--- config.mk ---
export PLATFORM = sky130hd
export DESIGN_NAME = axi_mem_port_arbiter_flat
export DESIGN_NICKNAME = d
export VERILOG_FILES = /design/src/rtl/axi_mem_port_arbiter_if.sv /design/src/rtl/axi_mem_port_arbiter.sv /design/src/flat_wrapper.sv
export SDC_FILE = /design/constraint.sdc
export NUM_CORES = 1
export LEC_CHECK = 0
export CAP_MARGIN = 40
export CELL_PAD_IN_SITES_DETAIL_PLACEMENT = 0
export CELL_PAD_IN_SITES_GLOBAL_PLACEMENT = 1
export CORE_MARGIN = 3
export CORE_UTILIZATION = 30
export CTS_CLUSTER_SIZE = 14
export DETAILED_ROUTE_END_ITERATION = 6
export PLACE_DENSITY = 0.77
export SLEW_MARGIN = 40
export SYNTH_ARGS = -nofsm -noshare
export SYNTH_HDL_FRONTEND = slang
export SYNTH_SLANG_ARGS = --single-unit
--- constraint.sdc ---
create_clock -name ACLK -period 7.6 [get_ports ACLK]
set_input_delay 2.28 -clock ACLK [delete_from_list [all_inputs] [get_ports ACLK]]
set_output_delay 2.28 -clock ACLK [all_outputs]
set_load 0.02 [all_outputs]
--- src/rtl/axi_mem_port_arbiter_if.sv ---
// Bus bundle between the write/read burst engines, the arbiter and the single-port memory.
// The slave modport is the arbiter's view; master is the engines-plus-memory view.
interface axi_mem_port_arbiter_if #(
   parameter int DATA_WIDTH = 32,
   parameter int ADDR_WIDTH = 10,
   parameter int LEN_WIDTH  = 8
);
   logic                  wr_req;
   logic [ADDR_WIDTH-1:0] wr_addr;
   logic [LEN_WIDTH-1:0]  wr_len;
   logic                  wr_gnt;
   logic                  wr_data_valid;
   logic [DATA_WIDTH-1:0] wr_data;
   logic                  wr_data_ready;
   logic                  wr_done;

   logic                  rd_req;
   logic [ADDR_WIDTH-1:0] rd_addr;
   logic [LEN_WIDTH-1:0]  rd_len;
   logic                  rd_gnt;
   logic                  rd_data_valid;
   logic [DATA_WIDTH-1:0] rd_data;
   logic                  rd_data_ready;
   logic                  rd_done;

   logic                  mem_en;
   logic                  mem_we;
   logic [ADDR_WIDTH-1:0] mem_addr;
   logic [DATA_WIDTH-1:0] mem_wdata;
   logic [DATA_WIDTH-1:0] mem_rdata;

   modport slave (
      input  wr_req, wr_addr, wr_len, wr_data_valid, wr_data,
      output wr_gnt, wr_data_ready, wr_done,
      input  rd_req, rd_addr, rd_len, rd_data_ready,
      output rd_gnt, rd_data_valid, rd_data, rd_done,
      output mem_en, mem_we, mem_addr, mem_wdata,
      input  mem_rdata
   );

   modport master (
      output wr_req, wr_addr, wr_len, wr_data_valid, wr_data,
      input  wr_gnt, wr_data_ready, wr_done,
      output rd_req, rd_addr, rd_len, rd_data_ready,
      input  rd_gnt, rd_data_valid, rd_data, rd_done,
      input  mem_en, mem_we, mem_addr, mem_wdata,
      output mem_rdata
   );
endinterface

--- src/rtl/axi_mem_port_arbiter.sv ---
// Round-robin burst arbiter sharing one single-port memory between write and read engines.
// Define MEM_ARB_STATS_EN to add saturating write/read beat counters.
module axi_mem_port_arbiter #(
   parameter int DATA_WIDTH = 32,
   parameter int ADDR_WIDTH = 10,
   parameter int LEN_WIDTH  = 8
) (
   input  logic ACLK,
   input  logic ARESETn,
   axi_mem_port_arbiter_if.slave bus
`ifdef MEM_ARB_STATS_EN
   ,
   output logic [31:0] wr_beat_cnt,
   output logic [31:0] rd_beat_cnt
`endif
);

   localparam logic [1:0] IDLE     = 2'd0;
   localparam logic [1:0] WR_BURST = 2'd1;
   localparam logic [1:0] RD_BURST = 2'd2;

   logic [1:0]            state;
   logic                  last_rd;
   logic [ADDR_WIDTH-1:0] cur;
   logic [LEN_WIDTH:0]    beats_left;
   logic [DATA_WIDTH-1:0] buf_mem [2];
   logic                  wptr, rptr;
   logic [1:0]            buf_count;
   logic                  inflight;
   logic                  wr_done_q, rd_done_q;

   logic                  gnt_w, gnt_r, wr_beat, rd_issue, pop, last_pop;
   logic [2:0]            occ;

   always_comb begin
      gnt_w    = ARESETn && (state == IDLE) && bus.wr_req && (!bus.rd_req || last_rd);
      gnt_r    = ARESETn && (state == IDLE) && bus.rd_req && !gnt_w;
      wr_beat  = ARESETn && (state == WR_BURST) && bus.wr_data_valid;
      pop      = ARESETn && (buf_count != 2'd0) && bus.rd_data_ready;
      // Slots committed next cycle: what stays buffered plus the read already in flight.
      occ      = {1'b0, buf_count} + {2'b0, inflight} - {2'b0, pop};
      rd_issue = ARESETn && (state == RD_BURST) && (beats_left != '0) && (occ < 3'd2);
      last_pop = pop && (buf_count == 2'd1) && !inflight && (beats_left == '0);
   end

   assign bus.wr_gnt        = gnt_w;
   assign bus.rd_gnt        = gnt_r;
   assign bus.wr_data_ready = ARESETn && (state == WR_BURST);
   assign bus.wr_done       = ARESETn && wr_done_q;
   assign bus.rd_done       = ARESETn && rd_done_q;
   assign bus.rd_data_valid = ARESETn && (buf_count != 2'd0);
   assign bus.rd_data       = bus.rd_data_valid ? buf_mem[rptr] : '0;
   assign bus.mem_en        = wr_beat || rd_issue;
   assign bus.mem_we        = wr_beat;
   assign bus.mem_addr      = (wr_beat || rd_issue) ? cur : '0;
   assign bus.mem_wdata     = wr_beat ? bus.wr_data : '0;

   always_ff @(posedge ACLK) begin
      if (!ARESETn) begin
         state      <= IDLE;
         last_rd    <= 1'b1;
         cur        <= '0;
         beats_left <= '0;
         buf_mem[0] <= '0;
         buf_mem[1] <= '0;
         wptr       <= 1'b0;
         rptr       <= 1'b0;
         buf_count  <= 2'd0;
         inflight   <= 1'b0;
         wr_done_q  <= 1'b0;
         rd_done_q  <= 1'b0;
      end else begin
         wr_done_q <= 1'b0;
         rd_done_q <= 1'b0;
         case (state)
            IDLE: begin
               if (gnt_w || gnt_r) begin
                  cur        <= gnt_w ? bus.wr_addr : bus.rd_addr;
                  beats_left <= {1'b0, (gnt_w ? bus.wr_len : bus.rd_len)} + 1'b1;
                  last_rd    <= gnt_r;
                  state      <= gnt_w ? WR_BURST : RD_BURST;
               end
            end
            WR_BURST: begin
               if (wr_beat) begin
                  cur        <= cur + 1'b1;
                  beats_left <= beats_left - 1'b1;
                  if (beats_left == {{LEN_WIDTH{1'b0}}, 1'b1}) begin
                     state     <= IDLE;
                     wr_done_q <= 1'b1;
                  end
               end
            end
            RD_BURST: begin
               // beats_left counts reads still to issue; exit is keyed to the final pop.
               if (rd_issue) begin
                  cur        <= cur + 1'b1;
                  beats_left <= beats_left - 1'b1;
               end
               if (last_pop) begin
                  state     <= IDLE;
                  rd_done_q <= 1'b1;
               end
            end
            default: state <= IDLE;
         endcase

         inflight <= rd_issue;
         if (inflight) begin
            buf_mem[wptr] <= bus.mem_rdata;
            wptr          <= ~wptr;
         end
         if (pop) rptr <= ~rptr;
         buf_count <= buf_count + {1'b0, inflight} - {1'b0, pop};
      end
   end

`ifdef MEM_ARB_STATS_EN
   always_ff @(posedge ACLK) begin
      if (!ARESETn) begin
         wr_beat_cnt <= '0;
         rd_beat_cnt <= '0;
      end else begin
         if (wr_beat && (wr_beat_cnt != '1)) wr_beat_cnt <= wr_beat_cnt + 1'b1;
         if (pop && (rd_beat_cnt != '1))     rd_beat_cnt <= rd_beat_cnt + 1'b1;
      end
   end
`endif

endmodule

--- src/flat_wrapper.sv ---
// flat-port wrapper written by rule: the top's interface ports become plain ports
module axi_mem_port_arbiter_flat 
#(
   parameter int DATA_WIDTH = 32,
   parameter int ADDR_WIDTH = 10,
   parameter int LEN_WIDTH  = 8
)
  (ACLK, ARESETn, bus_wr_req, bus_wr_addr, bus_wr_len, bus_wr_data_valid, bus_wr_data, bus_wr_gnt, bus_wr_data_ready, bus_wr_done, bus_rd_req, bus_rd_addr, bus_rd_len, bus_rd_data_ready, bus_rd_gnt, bus_rd_data_valid, bus_rd_data, bus_rd_done, bus_mem_en, bus_mem_we, bus_mem_addr, bus_mem_wdata, bus_mem_rdata);
  axi_mem_port_arbiter_if #(.DATA_WIDTH(DATA_WIDTH), .ADDR_WIDTH(ADDR_WIDTH), .LEN_WIDTH(LEN_WIDTH)) bus_i ();
  input  logic ACLK;
  input  logic ARESETn;
  input wire logic [$bits(bus_i.wr_req)-1:0] bus_wr_req;
  input wire logic [$bits(bus_i.wr_addr)-1:0] bus_wr_addr;
  input wire logic [$bits(bus_i.wr_len)-1:0] bus_wr_len;
  input wire logic [$bits(bus_i.wr_data_valid)-1:0] bus_wr_data_valid;
  input wire logic [$bits(bus_i.wr_data)-1:0] bus_wr_data;
  output wire logic [$bits(bus_i.wr_gnt)-1:0] bus_wr_gnt;
  output wire logic [$bits(bus_i.wr_data_ready)-1:0] bus_wr_data_ready;
  output wire logic [$bits(bus_i.wr_done)-1:0] bus_wr_done;
  input wire logic [$bits(bus_i.rd_req)-1:0] bus_rd_req;
  input wire logic [$bits(bus_i.rd_addr)-1:0] bus_rd_addr;
  input wire logic [$bits(bus_i.rd_len)-1:0] bus_rd_len;
  input wire logic [$bits(bus_i.rd_data_ready)-1:0] bus_rd_data_ready;
  output wire logic [$bits(bus_i.rd_gnt)-1:0] bus_rd_gnt;
  output wire logic [$bits(bus_i.rd_data_valid)-1:0] bus_rd_data_valid;
  output wire logic [$bits(bus_i.rd_data)-1:0] bus_rd_data;
  output wire logic [$bits(bus_i.rd_done)-1:0] bus_rd_done;
  output wire logic [$bits(bus_i.mem_en)-1:0] bus_mem_en;
  output wire logic [$bits(bus_i.mem_we)-1:0] bus_mem_we;
  output wire logic [$bits(bus_i.mem_addr)-1:0] bus_mem_addr;
  output wire logic [$bits(bus_i.mem_wdata)-1:0] bus_mem_wdata;
  input wire logic [$bits(bus_i.mem_rdata)-1:0] bus_mem_rdata;
  assign bus_i.wr_req = bus_wr_req;
  assign bus_i.wr_addr = bus_wr_addr;
  assign bus_i.wr_len = bus_wr_len;
  assign bus_i.wr_data_valid = bus_wr_data_valid;
  assign bus_i.wr_data = bus_wr_data;
  assign bus_wr_gnt = bus_i.wr_gnt;
  assign bus_wr_data_ready = bus_i.wr_data_ready;
  assign bus_wr_done = bus_i.wr_done;
  assign bus_i.rd_req = bus_rd_req;
  assign bus_i.rd_addr = bus_rd_addr;
  assign bus_i.rd_len = bus_rd_len;
  assign bus_i.rd_data_ready = bus_rd_data_ready;
  assign bus_rd_gnt = bus_i.rd_gnt;
  assign bus_rd_data_valid = bus_i.rd_data_valid;
  assign bus_rd_data = bus_i.rd_data;
  assign bus_rd_done = bus_i.rd_done;
  assign bus_mem_en = bus_i.mem_en;
  assign bus_mem_we = bus_i.mem_we;
  assign bus_mem_addr = bus_i.mem_addr;
  assign bus_mem_wdata = bus_i.mem_wdata;
  assign bus_i.mem_rdata = bus_mem_rdata;
  axi_mem_port_arbiter #(.DATA_WIDTH(DATA_WIDTH), .ADDR_WIDTH(ADDR_WIDTH), .LEN_WIDTH(LEN_WIDTH)) u_core (.ACLK(ACLK), .ARESETn(ARESETn), .bus(bus_i));
endmodule
==> results of run 1 <==
[cell type report]
| cell class | count | area, µm² |
|---|---|---|
| multi-input cells | 414 | 2830 |
| clock buffers | 9 | 225 |
| fillers | 1666 | 9700 |
| well taps | 225 | 282 |
| inverters | 13 | 53.8 |
| clock inverters | 7 | 61.3 |
| flip-flops and latches | 94 | 2530 |
| repair buffers | 201 | 1980 |
[worst max-delay path, stage by stage]
cell	delay, ps
clkdlybuf4s50_1	500
o21ai_2	70
inv_1	70
nand2_1	60
or2_2	300
nand2_1	70
ha_1	160
fa_1	440
nor3_2	210
and2_1	170
nor2_1	50
buf_4	180
and2b_1	210
dlygate4sd2_1	330
[registers in the layout, indices dropped and copies added (netlist names), named ones only]
name,count
u_core.wptr,1
u_core.rd_done_q,1
u_core.inflight,1
u_core.rptr,1
u_core.wr_done_q,1
u_core.beats_left,9
u_core.buf_mem,64
u_core.last_rd,1
u_core.buf_count,2
u_core.cur,10
u_core.state,2
[placed cells by master (no fill, tap or decap), types with 4 or more instances in the layout]
master	synthesis	final
a211oi_1	4	4
a21oi_1	8	8
a31oi_1	6	6
a32o_1	8	8
and2_1	108	108
buf_4	1	12
clkbuf_16	0	9
clkdlybuf4s50_1	0	176
dfxtp_1	30	29
dlygate4sd2_1	0	10
edfxtp_1	64	64
ha_1	9	9
inv_1	12	12
mux2i_1	43	43
nand2_1	34	34
nand2b_1	4	4
nand3_1	18	18
nand4_1	9	9
nor2_1	44	44
nor2b_1	10	10
nor3_1	16	14
nor4b_1	4	4
o211ai_1	5	5
o21ai_0	16	15
or3_1	5	5
xnor2_1	4	4
[report_power, final]
group,leakage [µW],switching (µW),internal [µW]
clock,0.000140,209,229
sequential,0.000909,86.9,641
combinational,0.00185,525,385
[stage by stage]
stage	util, %	hold WS, ps	setup slack [ps]
floorplan	-	463	468
global placement	43.2	474	-101
detailed placement	43.4	484	-138
CTS	45.0	496	104
global route	45.0	510	27.4
finish	45.0	495	192
[kinds of logic after synthesis]
group                    synth area share, %
AND/OR/NAND/NOR                         28.1
flip-flops                              45.8
AO/OA/AOI/OAI                           10.2
XOR/XNOR                                1.11
multiplexers                            8.84
adder cells (fa/ha/maj)                 2.41
buffers and inverters                   3.57
[worst paths after layout]
path | start | end | cells past startpoint
max | ARESETn | bus_mem_addr[5] | 14
min | u_core.state[1] | u_core.state[1] | 2
max reg2reg | u_core.buf_count[1] | u_core.beats_left[2] | 12
min reg2reg | u_core.state[1] | u_core.state[1] | 2
[repair_timing]
item | CTS | global route
hold buffers | 0 | 0
setup endpoints to repair | 11 | 6
pin swaps | 0 | 0
gates resized for setup | 11 | 2
[metal layers]
metal | up-vias | routed length (µm) | share of wire [%] | global-route usage, %
met5 | - | 0 | 0 | 0
met4 | 0 | 242 | 1.5 | 4.29
met3 | 16 | 1360 | 8.5 | 4.38
met2 | 224 | 7870 | 49 | 27.9
met1 | 2303 | 6550 | 41 | 18.9
li1 | 2340 | - | - | -
==> metrics.txt, run 1 <==
status finished, final reports clean; GR Overflow Total 0; top cell type's share of synthesized area 34.9%; Max-cap violations 0; share of flip-flops with an asynchronous set or reset 0%; H-tree depth 3; Setup Buffers After CTS 0; RSZ-0062 raised after global routing no; relative slew slack between 50% and 60%; Startpoint Class primary input; initial antenna violation count 0; number of flops mapped to enable cells by yosys 64; routability congestion estimate roughly 0.93; Clock Tree Root clkbuf_16; Port-buffer cells about 190; register area share after synthesis between 40% and 50%; area leader, netlist edfxtp_1; core area 17700 µm²; fin. max-slew vios 0; Pwr per Cell Area roughly 260 nW/µm²; r2r setup slk roughly 4500 ps; P_leak just under 0.003 µW; Worst Path Required 5320 ps; hold crit path type reg2reg; cell count after placement about 950; largest net degree at the start of global routing 40; clk sink count 94; WL/cell ~17 µm; Syn Nets 672; setup TNS 0 ps; number of global-route vias before repair 4965; clock buffer count from CTS 9; most frequent cell after synthesis and2_1; Worst Skew about 5.7 ps; maximum clock frequency between 100 and 150 MHz; YS warnings 0; fin area ~8000 µm²; clock slew at reported path FFs 70 ps; CP endpoint kind output pin; final instance count without filler cells 963; Main synth FF type edfxtp_1; P&R area growth vs syn 44.4%; Post-synth top cells and2_1, edfxtp_1, nor2_1, mux2i_1, nand2_1; die area around 20000 µm²; remaining antenna violation count after routing 0; Detailed Route WL around 16 mm; initial core utilization 31.2%; clk_lat worst skew roughly 350 ps; DIE WIDTH 141 µm; Inserted Diodes 0; final setup fails 0; die height approximately 140 µm; Tcrit/Tclk final between 90% and 100%; first-pass GRT wire length between 20 and 30 mm; crit path max fanout 11; CP arrival 5130 ps; Worst Tran Pin Value approximately 740 ps; fraction of layout cells with a size suffix above 1 7.86%; WS Path Type in2out; syn avg cell area between 9 and 10 µm²; DPL Wire Length roughly 12 mm; worst vdd ir 0.142 mV; # DRC 0; gr usage total 15.8%; placed inst area between 7000 and 8000 µm²; Syn Std Cell Area 5510 µm²; unique cell type count in the Yosys netlist 65; Post-layout nets between 800 and 900; row count 48; Synth Instances between 500 and 600; DRT Pass-1 Iters 5; Final Hold Viols 0; Yosys reg bits 94; Initial DRC Count 394; Total Power 2080 µW; Vias between 4000 and 5000; routed vias/inst 5.07; post-route minimum period between 7000 and 8000 ps; Max Root-Sink Buffers 2; CTS tree yes; I/O pins around 190; synth top area cells edfxtp_1, and2_1, dfxtp_1, mux2i_1, nor2_1
(Power assumes the default switching activity.)
==> run 2, diff against run 1 <==
--- a/config.mk
+++ b/config.mk
@@ -13,6 +13,7 @@
 export CTS_CLUSTER_SIZE = 14
 export DETAILED_ROUTE_END_ITERATION = 6
 export PLACE_DENSITY = 0.77
+export SKIP_CTS_REPAIR_TIMING = 1
 export SLEW_MARGIN = 40
 export SYNTH_ARGS = -nofsm -noshare
 export SYNTH_HDL_FRONTEND = slang
==> run 2 against run 1 <==
Cell count unchanged. Critical endpoint is now bus_mem_addr[1]. Power is essentially flat. Clock skew hardly changed. Routed wire length about the same. Setup slack better by 110 ps.
==> metrics.txt, run 2 (synthesized netlist as in run 1, its figures left out) <==
clock buffer count from CTS 9 (unchanged); Max Root-Sink Buffers 2 (unchanged); die height 141 µm (unchanged); CP most frequent cell nand2_1; clock slew at reported path FFs 70 ps (about the same); worst vdd ir 0.142 mV (about the same); # DRC 0 (unchanged); clk sink count 94 (unchanged); Sw Pwr 817 µW (-0.45%); initial antenna violation count 0 (unchanged); post-route minimum period 7300 ps (-106 ps); met2 GRT Util 27.9% (about the same); fin. max-slew vios 0 (unchanged); first-pass GRT wire length 25.2 mm (about the same); max reg flops 64 (unchanged); setup TNS 0 ps (unchanged); core area 17700 µm² (unchanged); Worst Skew 6.15 ps (+0.400 ps); Vias 4842 (-0.84%); WS Path Type in2out; DIE WIDTH 141 µm (unchanged); final setup fails 0 (unchanged); fraction of layout cells with a size suffix above 1 7.86% (unchanged); CP endpoint kind output pin; CP arrival 5020 ps (-110 ps); initial core utilization 31.2% (unchanged); WL/cell 16.6 µm (about the same); P&R area growth vs syn 45.1%; relative slew slack 52.4% (+1.6 points); die area 20000 µm² (unchanged); Cell Int Power 1260 µW (+0.22%); Top reg by flops u_core.buf_mem; DPL Wire Length 11.7 mm (unchanged); Critical-path top delay cell clkdlybuf4s50_1; crit path max fanout 11 (unchanged); gr usage total 15.8% (about the same); hold crit path type reg2reg; placed inst area 7670 µm² (unchanged); row count 48 (unchanged); Worst Path Required 5320 ps (about the same); biggest regs u_core.buf_mem: 64 flops, u_core.cur: 10 flops, u_core.beats_left: 9 flops; Post-layout nets 849 (unchanged); routability congestion estimate 0.929 (unchanged); P_leak 0.00306 µW (+5.3%); CTS tree yes; Seq pwr share 35.0% (about the same); Inserted Diodes 0 (unchanged); fin area 7990 µm² (+0.50%); Combinational Power Share 43.8% (about the same); DRT Pass-1 Iters 4 (-1); grt met3 use 4.38% (unchanged); CP max stage delay 500 ps (about the same); RSZ-0062 raised after global routing no; remaining antenna violation count after routing 0 (unchanged); most used routing layer in global routing met2; most common cell after layout, fill and taps aside clkdlybuf4s50_1; Max-cap violations 0 (unchanged); Initial DRC Count 431 (+9.4%); Pwr per Cell Area 260 nW/µm² (-0.55%); worst path cell trace clkdlybuf4s50_1, o21ai_2, inv_1, nand2_1, or2_2, nand2_1, ha_1, fa_1, nor3_2, and2_1, nor2_1, buf_4, and2b_1, dlymetal6s2s_1; Tcrit/Tclk final 96.1% (-1.4 points); maximum clock frequency 137 MHz (+1.4%); Clock Tree Root clkbuf_16; setup slack after placement -138 ps (unchanged); Final Hold Viols 0 (unchanged); power share of the clock group 21.1% (about the same); number of global-route vias before repair 4968 (+0.060%); I/O pins 188 (unchanged); highest-count cells in the layout ignoring fill and taps clkdlybuf4s50_1, and2_1, edfxtp_1, nor2_1, mux2i_1; post-route setup slack 298 ps (+106 ps); Layout Utilization 45.3% (+0.23 points); GR Overflow Total 0 (unchanged); largest net degree at the start of global routing 40 (unchanged); Detailed Route WL 16.0 mm (about the same); Startpoint Class primary input; met1 usage 18.9% (unchanged); H-tree depth 3 (unchanged); Worst Tran Pin Value 711 ps (-24.5 ps); routed vias/inst 5.03 (-0.84%); worst hold slack 495 ps (-0.508 ps); Port-buffer cells 187 (unchanged); switching share of power 39.4% (-0.16 points); status finished, final reports clean; clk_lat worst skew 350 ps (about the same)
-- run 2: changes by cell type in the layout (fill, tap and decap cells not counted) --
cell | before | now
dlymetal6s2s_1 | 0 | 11
dlygate4sd2_1 | 10 | 0
clkdlybuf4s15_1 | 1 | 0
-- run 2: metal layers --
layer,wire length (µm),vias up
li1,-,2344
met1,6570,2278
met2,7940,204
met3,1250,16
met4,248,0
met5,0,-
-- run 2: path summary, 6_finish.rpt --
| kind | from | endpoint | slack [ps] | depth (start not counted) |
|---|---|---|---|---|
| min | u_core.state[1] | u_core.state[1] | 490 | 2 |
| max | ARESETn | bus_mem_addr[1] | 300 | 14 |
| min reg2reg | u_core.state[1] | u_core.state[1] | 490 | 2 |
| max reg2reg | u_core.buf_count[1] | u_core.beats_left[2] | 4440 | 12 |
-- run 2: metrics by stage --
stage,power [µW],cells
after detailed placement,1650,947
after global routing,2220,963
after global placement,1620,945
after CTS,2090,963
final,2080,963
after floorplan,1330,556
-- run 2: power by group through the flow --
| stage | clock network (µW) | registers, µW | logic (µW) |
|---|---|---|---|
| floorplan | 0 | 696 | 631 |
| global placement | 0 | 737 | 880 |
| CTS | 452 | 728 | 915 |
| finish | 438 | 727 | 910 |
| detailed placement | 0 | 739 | 912 |
| global route | 475 | 741 | 1000 |
-- run 2: worst max-delay path: cells and delay by family --
kind	cells	cell delay (ps)
AND/OR/NAND/NOR	7	1070
buffers and inverters	4	980
adder cells (fa/ha/maj)	2	600
AO/OA/AOI/OAI	1	70
-- run 2: cell type report --
cell class | count | area [µm²]
fill | 1651 | 9660
multi-input combinational | 414 | 2830
sequential | 94 | 2530
timing repair buffer | 201 | 2020
tap | 225 | 282
clock buffer | 9 | 225
clock inverter | 7 | 61.3
inverter | 13 | 53.8
==> edit (config.mk and constraints of run 1) <==
`ADDR_WIDTH` is set to 10 in 3 places; all go to 9.
--- a/src/rtl/axi_mem_port_arbiter_if.sv
+++ b/src/rtl/axi_mem_port_arbiter_if.sv
@@ -2,7 +2,7 @@
 // The slave modport is the arbiter's view; master is the engines-plus-memory view.
 interface axi_mem_port_arbiter_if #(
    parameter int DATA_WIDTH = 32,
-   parameter int ADDR_WIDTH = 10,
+   parameter int ADDR_WIDTH = 9,
    parameter int LEN_WIDTH  = 8
 );
    logic                  wr_req;
--- a/src/rtl/axi_mem_port_arbiter.sv
+++ b/src/rtl/axi_mem_port_arbiter.sv
@@ -2,7 +2,7 @@
 // Define MEM_ARB_STATS_EN to add saturating write/read beat counters.
 module axi_mem_port_arbiter #(
    parameter int DATA_WIDTH = 32,
-   parameter int ADDR_WIDTH = 10,
+   parameter int ADDR_WIDTH = 9,
    parameter int LEN_WIDTH  = 8
 ) (
    input  logic ACLK,
--- a/src/flat_wrapper.sv
+++ b/src/flat_wrapper.sv
@@ -2,7 +2,7 @@
 module axi_mem_port_arbiter_flat 
 #(
    parameter int DATA_WIDTH = 32,
-   parameter int ADDR_WIDTH = 10,
+   parameter int ADDR_WIDTH = 9,
    parameter int LEN_WIDTH  = 8
 )
   (ACLK, ARESETn, bus_wr_req, bus_wr_addr, bus_wr_len, bus_wr_data_valid, bus_wr_data, bus_wr_gnt, bus_wr_data_ready, bus_wr_done, bus_rd_req, bus_rd_addr, bus_rd_len, bus_rd_data_ready, bus_rd_gnt, bus_rd_data_valid, bus_rd_data, bus_rd_done, bus_mem_en, bus_mem_we, bus_mem_addr, bus_mem_wdata, bus_mem_rdata);
Ports: changed (resized bus_mem_addr, bus_rd_addr and bus_wr_addr); port bits go from 188 to 185. The function was not compared with the original's and may differ.
==> edit against run 1 <==
Worst setup slack got worse by 0.0049 ns; design area down 4.1%; area after synthesis decreased by 5.7%; critical endpoint is now bus_mem_addr[4]; sequential cell count is 1 lower; non-clock buffer count fell by 1; routed wire length fell by 11%; fmax barely moved; total power decreased by 13%; sequential share of layout area is 1.1 points higher.
==> edit: results (changes against run 1) <==
yosys-top-cells-count: "and2_1 (105), edfxtp_1 (64), nor2_1 (59), mux2i_1 (44), nand2_1 (32)"
buffers_excl_clock: 200  # -0.50%
r2r-end: "u_core.cur[0]"
numPortBuffers: 184  # -1.6%
cts_resized: 9  # -2
dr_wl_met3_um: 1110  # -19%
status: "finished clean"
synthTopCellsByArea: "edfxtp_1 (37%), and2_1 (13%), dfxtp_1 (11%)"
multi_input_area_share_pct: 33.2  # -2.4 points
r2r_cells: 13  # +1
yosysUniqueCellTypes: 51  # -22%
n_fill_cell: 1550  # -7.0%
grt_pass1_vias: 4530  # -8.8%
clkSinkCount: 93  # -1.1%
use_met3_pct: 3.83  # -0.55 points
fp.coreArea_um2: 16800  # -5.1%
non_clock_inverter_count: 17  # +4
multiInputGateArea_um2: 2530  # -11%
grtUsageMet1_pct: 18.0  # -0.90 points
synth_nets: 644  # -4.2%
r2r_slack_ns: 4.45  # about the same
hold_slack_ns: 0.477  # -0.0181 ns
nMultiInputCombCells: 390  # -5.8%
groute.layer.met2.usage_pct: 26.5  # -1.3 points
leakage_nw: 2.74  # -5.5%
nonClkBufAreaFrac_pct: 25.6  # +0.74 points
power_frac_comb_pct: 35.8  # -8.0 points
drt-initial-drc-count: 276  # -30%
path_max_fanout: 8  # -3
wirelength_um: 14200  # -11%
-- edit: cell types whose count changed in the layout (fill, tap and decap cells not counted), sizes merged, moves of 4 or more --
cell / change
dlygate4sd2: -9
xnor2: +4
o21ai: +5
clkbuf: +7
nand3: -4
a21oi: +9
a32o: -7
nand2b: -4
o211ai: -4
nor3: -10
nor2: +15
-- edit: per-stage QoR --
| stage | power, mW | std cells | setup TNS, ns |
|---|---|---|---|
| after floorplan | 1.12 | 530 | 0 |
| after global placement | 1.36 | 918 | -1.24 |
| after detailed placement | 1.37 | 920 | -1.33 |
| after CTS | 1.83 | 936 | 0 |
| after global routing | 1.93 | 936 | 0 |
| final | 1.82 | 936 | 0 |
-- edit: cells by family after synthesis --
group	share of synthesized area, %
AO/OA/AOI/OAI	8.87
XOR/XNOR	2.02
adder cells (fa/ha/maj)	2.55
buffers and inverters	3.61
flip-flops	48.2
multiplexers	9.13
AND/OR/NAND/NOR	25.6
